## src/rtl/rc_input_buffer.sv

```systemverilog
// First-word-fall-through flit FIFO feeding one RC port; pops only on rc_ready.
// Optional sticky overflow flag enabled by defining RC_IB_OVERFLOW_CHK_EN.
module rc_input_buffer #(
    parameter int unsigned DEPTH     = 4,
    parameter int unsigned WIDTH     = 2,
    parameter int unsigned DATASIZE  = 30,
    parameter int unsigned router_ID = 6
) (
    input  logic                rc_clk,
    input  logic                rst_n,
    input  logic [DATASIZE-1:0] data_in,
    input  logic                valid_in,
    output logic                ready_out,
    output logic [DATASIZE-1:0] data_out,
    output logic                valid_out,
    input  logic                rc_ready,
    output logic [WIDTH:0]      count
`ifdef RC_IB_OVERFLOW_CHK_EN
    ,
    output logic                overflow
`endif
);

    localparam logic [WIDTH:0] FullCnt = (WIDTH + 1)'(DEPTH);

    logic [DATASIZE-1:0] mem_q [DEPTH];
    logic [WIDTH-1:0]    wr_ptr_q, wr_ptr_d;
    logic [WIDTH-1:0]    rd_ptr_q, rd_ptr_d;
    logic [WIDTH:0]      count_q, count_d;
    logic                full, empty, push, pop;

    // Instance-uniformity parameter only.
    logic [7:0] unused_router_id;
    assign unused_router_id = 8'(router_ID);

    always_comb begin
        full      = (count_q == FullCnt);
        empty     = (count_q == '0);
        ready_out = !full;
        valid_out = !empty;
        push      = valid_in && ready_out;
        pop       = valid_out && rc_ready;
        data_out  = empty ? '0 : mem_q[rd_ptr_q];
        count     = count_q;
    end

    always_comb begin
        wr_ptr_d = wr_ptr_q;
        rd_ptr_d = rd_ptr_q;
        count_d  = count_q;
        if (push) begin
            wr_ptr_d = wr_ptr_q + WIDTH'(1);
        end
        if (pop) begin
            rd_ptr_d = rd_ptr_q + WIDTH'(1);
        end
        unique case ({push, pop})
            2'b10:   count_d = count_q + (WIDTH + 1)'(1);
            2'b01:   count_d = count_q - (WIDTH + 1)'(1);
            default: count_d = count_q;
        endcase
    end

    always_ff @(posedge rc_clk or negedge rst_n) begin
        if (!rst_n) begin
            wr_ptr_q <= '0;
            rd_ptr_q <= '0;
            count_q  <= '0;
        end else begin
            wr_ptr_q <= wr_ptr_d;
            rd_ptr_q <= rd_ptr_d;
            count_q  <= count_d;
        end
    end

    // Storage is deliberately not reset; empty masking hides stale entries.
    always_ff @(posedge rc_clk) begin
        if (push) begin
            mem_q[wr_ptr_q] <= data_in;
        end
    end

`ifdef RC_IB_OVERFLOW_CHK_EN
    logic overflow_q, overflow_d;

    always_comb begin
        overflow_d = overflow_q || (valid_in && full);
        overflow   = overflow_q;
    end

    always_ff @(posedge rc_clk or negedge rst_n) begin
        if (!rst_n) begin
            overflow_q <= 1'b0;
        end else begin
            overflow_q <= overflow_d;
        end
    end
`endif

endmodule

```

## config.mk

```make
export PLATFORM = sky130hd
export DESIGN_NAME = rc_input_buffer
export DESIGN_NICKNAME = d
export VERILOG_FILES = /design/src/rtl/rc_input_buffer.sv
export SDC_FILE = /design/constraint.sdc
export NUM_CORES = 1
export LEC_CHECK = 0
export CORE_MARGIN = 5
export CORE_UTILIZATION = 45
export DETAILED_ROUTE_END_ITERATION = 12
export GPL_ROUTABILITY_DRIVEN = 0
export PLACE_DENSITY_LB_ADDON = 0.1
export SYNTH_ARGS = -nofsm -noshare
export SYNTH_HDL_FRONTEND = slang
export SYNTH_SLANG_ARGS = --single-unit
```

## constraint.sdc

```tcl
create_clock -name rc_clk -period 1.9 [get_ports rc_clk]
set_input_delay 0.285 -clock rc_clk [delete_from_list [all_inputs] [get_ports rc_clk]]
set_output_delay 0.285 -clock rc_clk [all_outputs]
set_load 0.03 [all_outputs]
```

==> results.yml, run 1 <==
run_status:
  outcome: "finished, violations left"
  violations: "negative setup slack"
routing:
  vias: 2518
  wl_um: 9461
  drt_iter0_drc: 110
  viasPerCell: 5.087
  drc_errors: 0
  first_pass_iters: 4
  routedWlPerCell_um: 19.11
  ant_nets: 0
power:
  clockPowerShare_pct: 22.9
  p_switching_w: 0.004165
  p_leak_nw: 2.535
  intPower_w: 0.008901
  p_sw_share_pct: 31.87
  power_frac_seq_pct: 29.8
  power.density_nw_per_um2: 1873
  combPwrFrac_pct: 47.3
  max-vdd-ir-drop_mv: 1.325
timing:
  fin_crit_sh_pct: 119.5
  layout_setup_ws_ps: -369.8
  relSlewSlack_pct: 75.34
  tightest_slew_ps: 368.8
  hold_viol_final: 0
  holdWs_ps: 65.24
  finClkSkew_ps: 4.975
  rsz0062_at_grt: "true"
  fmax_ghz: 0.4406
  tns_ps: -9887
  period_minus_slack_ps: 2270
  finalSetupViolations: 34
  slew_viol_final: 0
logic_synthesis:
  synth_cell_types: 20
  synth_edf_count: 120
  async_flop_share_pct: 5.512
  synth_top_area_cell: "edfxtp_1"
  synth_seq_cells: 127
  ys_top_cells_by_count: "edfxtp_1, and2_1, mux4_2"
  synth_nets: 267
  synth_top_area_share_pct: 72.54
  postSynthCellCount: 227
  syn-cell-area_um2: 4967
  avgSynthCellArea_um2: 21.88
  synth-seq-area-share_pct: 76.07
  yosys_warnings: 0
  ys.flop_type: "edfxtp_1"
  netlist_top_cells_area: "edfxtp_1, mux4_2, and2_1"
  yosysMostFrequentCell: "edfxtp_1"
clock_network:
  root_buffer: "clkbuf_8"
  clkLatencyLatePin_ps: 500
  clock_path_buffers: 2
  cts_tree: "yes"
  cts_inserted_buffers: 17
  cts_hold_buf: 0
  cts_sinks: 127
  htreeDepth: 4
  clk_pin_slew_worst_paths_ps: 60
critical_path:
  crit_type: "flop to output pin"
  path_max_fanout: 8
  crit_required_ps: 1620
  cp-end-kind: "output pin"
  start_kind: "flop"
  arrival_ps: 1980
final_layout:
  final_nets: 382
  syn2layout_area_growth_pct: 40.40
  drive_gt1_share_pct: 49.86
  stdcell_area_um2: 6974
  antenna_cells: 0
floorplan:
  rows: 38
  die_area_um2: 13240
  core_area_um2: 10840
  io_pins: 69
  dieHeight_um: 115.1
  die_w_um: 115.1
  initial_core_util_pct: 45.82
global_routing:
  grtUsageTotal_pct: 15.52
  grt_pass1_vias: 2714
  grt_remaining_overflow: 0
  grt_pass1_wl_um: 14840
  antenna_found_initial: 0
  grt_max_degree: 22
placed_design:
  place_ws_ps: -301.1
  place_area_um2: 6098
  dp.final_hpwl_um: 5783
  io_buffers: 68
min_path:
  min_path_type: "input port to asynchronous set/reset pin"
flow_run:
  maxCapViolCount: 0
## timing repair
item,CTS,global route
pin swaps,34,0
resized for setup,249,3
setup endpoints to repair,37,60
buffers inserted,5,5
cloned,3,0
## kinds of logic (layout without fill, tap and decap cells)
kind of cell / Yosys count / count (layout) / share of synthesized area, %
flip-flops: 127 / 127 / 76.07
AND/OR/NAND/NOR: 40 / 40 / 5.214
multiplexers: 32 / 32 / 14.11
buffers and inverters: 16 / 144 / 1.889
adder cells (fa/ha/maj): 6 / 6 / 1.662
XOR/XNOR: 6 / 6 / 1.058
## worst paths after layout
check / from / endpoint / slack, ps / cells past startpoint
max: rd_ptr_q[0] / data_out[22] / -370 / 5
min: rst_n / wr_ptr_q[1] / 70 / 1
max reg2reg: count[0] / count[2] / -170 / 10
min reg2reg: wr_ptr_q[1] / wr_ptr_q[1] / 590 / 1
max in group asynchronous: rst_n / rd_ptr_q[1] / 1550 / 1
min in group rc_clk: data_in[21] / mem_q[1][21] / 410 / 1
## power by group through the flow
stage               registers, W  clock network (W)  logic [W]
floorplan                0.00396                  0    0.00304
global placement         0.00393                  0    0.00518
detailed placement       0.00396                  0    0.00521
CTS                      0.00390            0.00308    0.00629
global route             0.00393            0.00323    0.00653
finish                   0.00389            0.00300    0.00618
## worst max-delay path: stages (launching register included)
cell	delay (ps)
dfrtp_2	420
buf_12	140
buf_12	130
mux4_2	510
and2_4	160
buf_6	130
## flip-flops by register name, summed over array words and instances (netlist names)
signal    flops
count         3
mem_q       120
rd_ptr_q      2
wr_ptr_q      2
## final cells by class
class / count / area, um2
clock buffer: 18 / 417.9
timing repair buffer: 106 / 1240
inverter: 6 / 22.52
sequential: 127 / 3785
multi-input combinational: 84 / 1190
fill: 764 / 3866
tap: 140 / 175.2
clock inverter: 14 / 143.9
## routing by layer
| layer | vias to the layer above | global-route usage, % | wire (um) |
|---|---|---|---|
| met3 | 2 | 5.368 | 553 |
| met4 | 0 | 5.399 | 34 |
| met2 | 69 | 24.88 | 4814 |
| met1 | 1302 | 19.91 | 4059 |
| met5 | - | 0 | 0 |
| li1 | 1145 | - | - |
## placed cells by master (no fill, tap or decap)
| cell type | count |
|---|---|
| ha_4 | 1 |
| dlygate4sd2_1 | 3 |
| buf_12 | 14 |
| mux4_2 | 30 |
| or3_4 | 1 |
| ha_1 | 4 |
| nand3_1 | 1 |
| buf_16 | 2 |
| nor2_1 | 1 |
| buf_4 | 17 |
| inv_2 | 2 |
| mux2_4 | 1 |
| or3b_4 | 1 |
| clkbuf_1 | 1 |
| clkinv_4 | 5 |
| clkinv_1 | 1 |
| dfrtp_2 | 5 |
| and3_2 | 4 |
| bufinv_16 | 2 |
| clkdlybuf4s50_1 | 33 |
| xor2_1 | 3 |
| edfxtp_1 | 120 |
| and2_1 | 1 |
| clkbuf_16 | 16 |
| inv_6 | 1 |
| inv_1 | 4 |
| and2_4 | 31 |
| clkinvlp_4 | 1 |
| mux2i_1 | 1 |
| dfrtp_1 | 2 |
| buf_6 | 36 |
| clkbuf_8 | 1 |
| xnor2_1 | 3 |
| fa_2 | 1 |
| clkinv_2 | 4 |
| buf_8 | 1 |
## metrics by stage
stage               cells  util, %  power (W)
finish                495    64.34    0.01307
detailed placement    451    56.26   0.009164
floorplan             227        -   0.007009
CTS                   491    64.14    0.01327
global route          495    64.34    0.01369
global placement      451    56.26   0.009113
No activity file was read; power rests on OpenSTA's default activity.
==> run 2: changes to the inputs <==
- CAP_MARGIN: not set -> 15
- CORE_UTILIZATION: 45 -> 40
==> run 2 against run 1 <==
- the run still ends with negative setup slack left
- fmax rose by 5.8%
- power is 0.36% lower
- setup slack gained 120 ps
- final area down 0.68%
- utilization fell by 7.1 points
- die area grew 11%
- sequential share of layout area grew 0.37 points
- sequential power barely moved
- worst hold slack improved by 95 ps
- cell count rose by 3.8%
- largest power group unchanged
==> results.yml, run 2 (synthesis results as in run 1) <==
final_layout:
  largest_reg_flops: 120
  fillers: 957
  final_nets: 373
  drive_gt1_share_pct: 48.55
  syn2layout_area_growth_pct: 39.45
  layout_commonest_cell: "edfxtp_1"
  layout_common_cells: "edfxtp_1, clkdlybuf4s50_1, buf_6"
  regMostFlops: "mem_q"
  antenna_cells: 0
critical_path:
  cp_slowest_cell: "mux4_2"
  critPathBufInv: 3
  cp-end-kind: "output pin"
  path_common_cell: "buf_6"
  cp_cell_sequence: "buf_6 -> buf_12 -> mux4_2 -> and2_4 -> buf_6"
  start_kind: "flop"
  worst_path_largest_cell_delay_ps: 510
  crit_type: "flop to output pin"
  crit_family: "multiplexers"
  arrival_ps: 1860
  crit_required_ps: 1620
  path_max_fanout: 6
power:
  power_frac_seq_pct: 29.9
  power.density_nw_per_um2: 1879
  clockPowerShare_pct: 23.7
  finalPower_w: 0.01302
  p_switching_w: 0.004177
  p_leak_nw: 2.475
  p_sw_share_pct: 32.08
  max-vdd-ir-drop_mv: 1.061
  combPwrFrac_pct: 46.4
  intPower_w: 0.008841
timing:
  finalSetupViolations: 31
  fin_crit_sh_pct: 112.9
  holdWs_ps: 160.5
  hold_viol_final: 0
  layout_setup_ws_ps: -245.5
  finClkSkew_ps: 5.483
  slew_viol_final: 0
  fmax_ghz: 0.4661
  tightest_slew_ps: 374.3
  period_minus_slack_ps: 2146
  tns_ps: -6540
  relSlewSlack_pct: 74.97
  rsz0062_at_grt: "true"
routing:
  drt_iter0_drc: 171
  wl_um: 9705
  viasPerCell: 4.819
  vias: 2477
  drc_errors: 0
  first_pass_iters: 4
  ant_nets: 0
  routedWlPerCell_um: 18.88
run_status:
  outcome: "finished, violations left"
  violations: "negative setup slack"
floorplan:
  dieHeight_um: 121.4
  die_area_um2: 14750
  initial_core_util_pct: 41.01
  die_w_um: 121.4
  core_area_um2: 12110
  rows: 40
  io_pins: 69
global_routing:
  grt_max_degree: 19
  grt_pass1_vias: 2716
  grtUsageTotal_pct: 14.25
  grt_pass1_wl_um: 15270
  grt_remaining_overflow: 0
  antenna_found_initial: 0
clock_network:
  cts_sinks: 127
  cts_tree: "yes"
  clk_pin_slew_worst_paths_ps: 60
  clkLatencyLatePin_ps: 410
  root_buffer: "clkbuf_16"
  clock_path_buffers: 2
  htreeDepth: 4
  cts_hold_buf: 0
  cts_inserted_buffers: 17
flow_run:
  maxCapViolCount: 0
placed_design:
  dp.final_hpwl_um: 6005
  io_buffers: 68
  place_ws_ps: -296.4
min_path:
  min_path_type: "input port to asynchronous set/reset pin"
run 2: timing repair:
item,in CTS,in global routing
buffers inserted,4,0
resized for setup,242,5
setup endpoints to repair,34,34
pin swaps,18,1
cloned,2,0
run 2: per-stage QoR:
stage | utilization [%] | area [um2] | cells
after global placement | 50.62 | 6131 | 477
after CTS | 57.05 | 6909 | 514
after global routing | 57.19 | 6927 | 514
after floorplan | - | 4986 | 227
final | 57.19 | 6927 | 514
after detailed placement | 50.62 | 6131 | 477
run 2: metal layers:
layer	vias to the layer above	global-route usage (%)	share of wire [%]
met3	12	5.315	5.2
met4	0	5.812	1.3
met1	1287	16.85	42
met2	57	23.49	51
met5	-	0	0
li1	1121	-	-
run 2: power by group through the flow:
stage	Sequential [W]	Clock, W	Combinational (W)
after floorplan	0.00396	0	0.00304
after detailed placement	0.00397	0	0.00519
after CTS	0.00390	0.00315	0.00612
after global routing	0.00395	0.00328	0.00639
after global placement	0.00395	0	0.00518
final	0.00390	0.00308	0.00604
run 2: final timing paths:
kind,slack (ps),cells after the start,from,to
worst max-delay path,-250,5,rd_ptr_q[0],data_out[3]
worst max register to register,-80,9,count[0],count[2]
worst min register to register,570,2,count[2],count[2]
max in group asynchronous,1440,1,rst_n,rd_ptr_q[0]
worst min-delay path,160,1,rst_n,count[1]
min in group rc_clk,510,1,data_in[27],mem_q[1][27]
run 2: cell type report:
type	count	area, um2	area share (%)
Clock buffer	17	425.4	6.142
Clock inverter	15	146.4	2.113
Inverter	6	22.52	0.3251
Multi-Input combinational cell	84	1192	17.21
Sequential cell	127	3785	54.64
Tap cell	168	210.2	3.035
Timing Repair Buffer	97	1145	16.53
run 2: worst register-to-register path: stages, from the launching register on:
cell     delay [ps]
dfrtp_2         410
or3b_4          390
and2_4          150
inv_2            60
ha_4            130
inv_2            30
fa_2            320
xor2_1          140
nor2_1          110
xor2_1          150
==> run 3: changes to the inputs <==
- CELL_PAD_IN_SITES_DETAIL_PLACEMENT: not set -> 1
- CELL_PAD_IN_SITES_GLOBAL_PLACEMENT: not set -> 1
==> run 3 against run 2 <==
- the flow still finishes with violations (negative setup slack)
- critical path type unchanged
- power down 7.8%
- clock-buffer cell count is 9 higher
- clock power up 5%
- combinational power shrank 19%
- setup slack worse by 130 ps
- non-clock buffer count decreased by 1
- wire length grew 0.14%
- largest power group unchanged
- register-to-register slack got worse by 60 ps
- first-iteration DRC count grew 25%
- sequential cell count unchanged
==> results.yml, run 3 (synthesis results as in run 1) <==
run_status:
  outcome: "finished, violations left"
  violations: "negative setup slack"
placed_design:
  numPlacedInstances: 478
  place_area_um2: 6078
  io_buffers: 68
  dp.final_hpwl_um: 6159
power:
  max-vdd-ir-drop_mv: 0.9237
  power.density_nw_per_um2: 1790
  combPwrFrac_pct: 40.6
  p_switching_w: 0.003893
  finalPower_w: 0.01200
  p_leak_nw: 2.366
  clockPowerShare_pct: 26.8
  intPower_w: 0.008108
  p_sw_share_pct: 32.44
  power_frac_seq_pct: 32.6
critical_path:
  path_max_fanout: 18
  start_kind: "flop"
  timing.rr.start: "count[0]"
  reg2reg_setup_slack_ps: -140
  crit_required_ps: 1620
  r2r-end: "count[2]"
  arrival_ps: 1990
  reg2reg_depth: 9
  crit_type: "flop to output pin"
  cp-end-kind: "output pin"
floorplan:
  initial_core_util_pct: 41.01
  io_pins: 69
  die_area_um2: 14750
  rows: 40
  die_w_um: 121.4
  dieHeight_um: 121.4
  core_area_um2: 12110
global_routing:
  grt_pass1_vias: 2739
  grt_remaining_overflow: 0
  grt_max_degree: 25
  grtUsageTotal_pct: 14.57
  antenna_found_initial: 1
  grt_pass1_wl_um: 15410
final_layout:
  layout_common_cells: "edfxtp_1, clkdlybuf4s50_1, mux4_2"
  final_nets: 372
  fin_cells: 513
  regMostFlops: "mem_q"
  antenna_cells: 0
  syn2layout_area_growth_pct: 34.94
  fillers: 1108
  largest_reg_flops: 120
  stdcell_area_um2: 6703
  drive_gt1_share_pct: 40.00
  layout_commonest_cell: "edfxtp_1"
routing:
  first_pass_iters: 4
  routedWlPerCell_um: 18.95
  ant_nets: 0
  wl_um: 9719
  vias: 2494
  drc_errors: 0
  viasPerCell: 4.862
  drt_iter0_drc: 214
clock_network:
  htreeDepth: 4
  root_buffer: "clkbuf_16"
  clk_pin_slew_worst_paths_ps: 50
  cts_tree: "yes"
  clkLatencyLatePin_ps: 410
  cts_hold_buf: 0
  cts_inserted_buffers: 17
  cts_sinks: 127
  clock_path_buffers: 2
timing:
  tightest_slew_ps: 351.7
  finalSetupViolations: 31
  layout_setup_ws_ps: -375.3
  fmax_ghz: 0.4395
  period_minus_slack_ps: 2275
  fin_crit_sh_pct: 119.8
  relSlewSlack_pct: 76.48
  hold_viol_final: 0
  finClkSkew_ps: 5.522
  rsz0062_at_grt: "true"
  slew_viol_final: 0
  tns_ps: -9225
flow_run:
  maxCapViolCount: 0
min_path:
  min_path_type: "input port to asynchronous set/reset pin"
run 3: what timing repair did:
item / CTS / global route
resized for setup: 76 / 41
pin swaps: 1 / 6
setup endpoints to repair: 34 / 36
setup buffers: 1 / 2
run 3: layer usage:
layer | track usage (%) | part of all wire [%]
met1 | 17.93 | 42
met2 | 23.56 | 50
met3 | 5.082 | 6.2
met4 | 5.882 | 1.0
met5 | 0 | 0.072
run 3: through the flow:
| step | hold slack [ps] | worst slack (ps) | util, % |
|---|---|---|---|
| floorplan | -10.59 | -265.0 | - |
| global route | 157.3 | -467.1 | 55.34 |
| detailed placement | 556.8 | -275.9 | 50.19 |
| global placement | 550.1 | -264.9 | 50.19 |
| CTS | 143.7 | -480.4 | 55.35 |
| finish | 148.1 | -375.3 | 55.34 |
run 3: power groups by stage:
stage	combinational [W]	clock, W	sequential, W
final	0.00487	0.00322	0.00391
after global routing	0.00523	0.00344	0.00396
after global placement	0.00507	0	0.00394
after detailed placement	0.00510	0	0.00397
after floorplan	0.00304	0	0.00396
after CTS	0.00494	0.00329	0.00393
run 3: worst max-delay path, cell delays in order, from the launching register on:
cell and delay (ps):
dfrtp_2 400, buf_12 200, buf_4 140, mux4_2 480, and2_1 190, buf_4 170
run 3: how the worst max path moves through the flow:
stage                start           end  slack (ps)  cells after the start
2_1_floorplan     count[1]      count[2]        -260                      9
3_3_place_gp   rd_ptr_q[0]  data_out[13]        -260                      4
3_5_place_dp   rd_ptr_q[0]   data_out[5]        -280                      4
4_1_cts        rd_ptr_q[0]  data_out[27]        -480                      4
5_1_grt        rd_ptr_q[0]  data_out[29]        -470                      5
6_report       rd_ptr_q[0]  data_out[29]        -380                      5
run 3: layout make-up:
| type | count | area (um2) | area share (%) |
|---|---|---|---|
| well taps | 168 | 210.2 | 3.136 |
| clock buffers | 26 | 519.2 | 7.747 |
| flip-flops and latches | 127 | 3785 | 56.47 |
| clock inverters | 6 | 80.08 | 1.195 |
| inverters | 6 | 22.52 | 0.3360 |
| repair buffers | 96 | 965.9 | 14.41 |
| multi-input cells | 84 | 1120 | 16.71 |
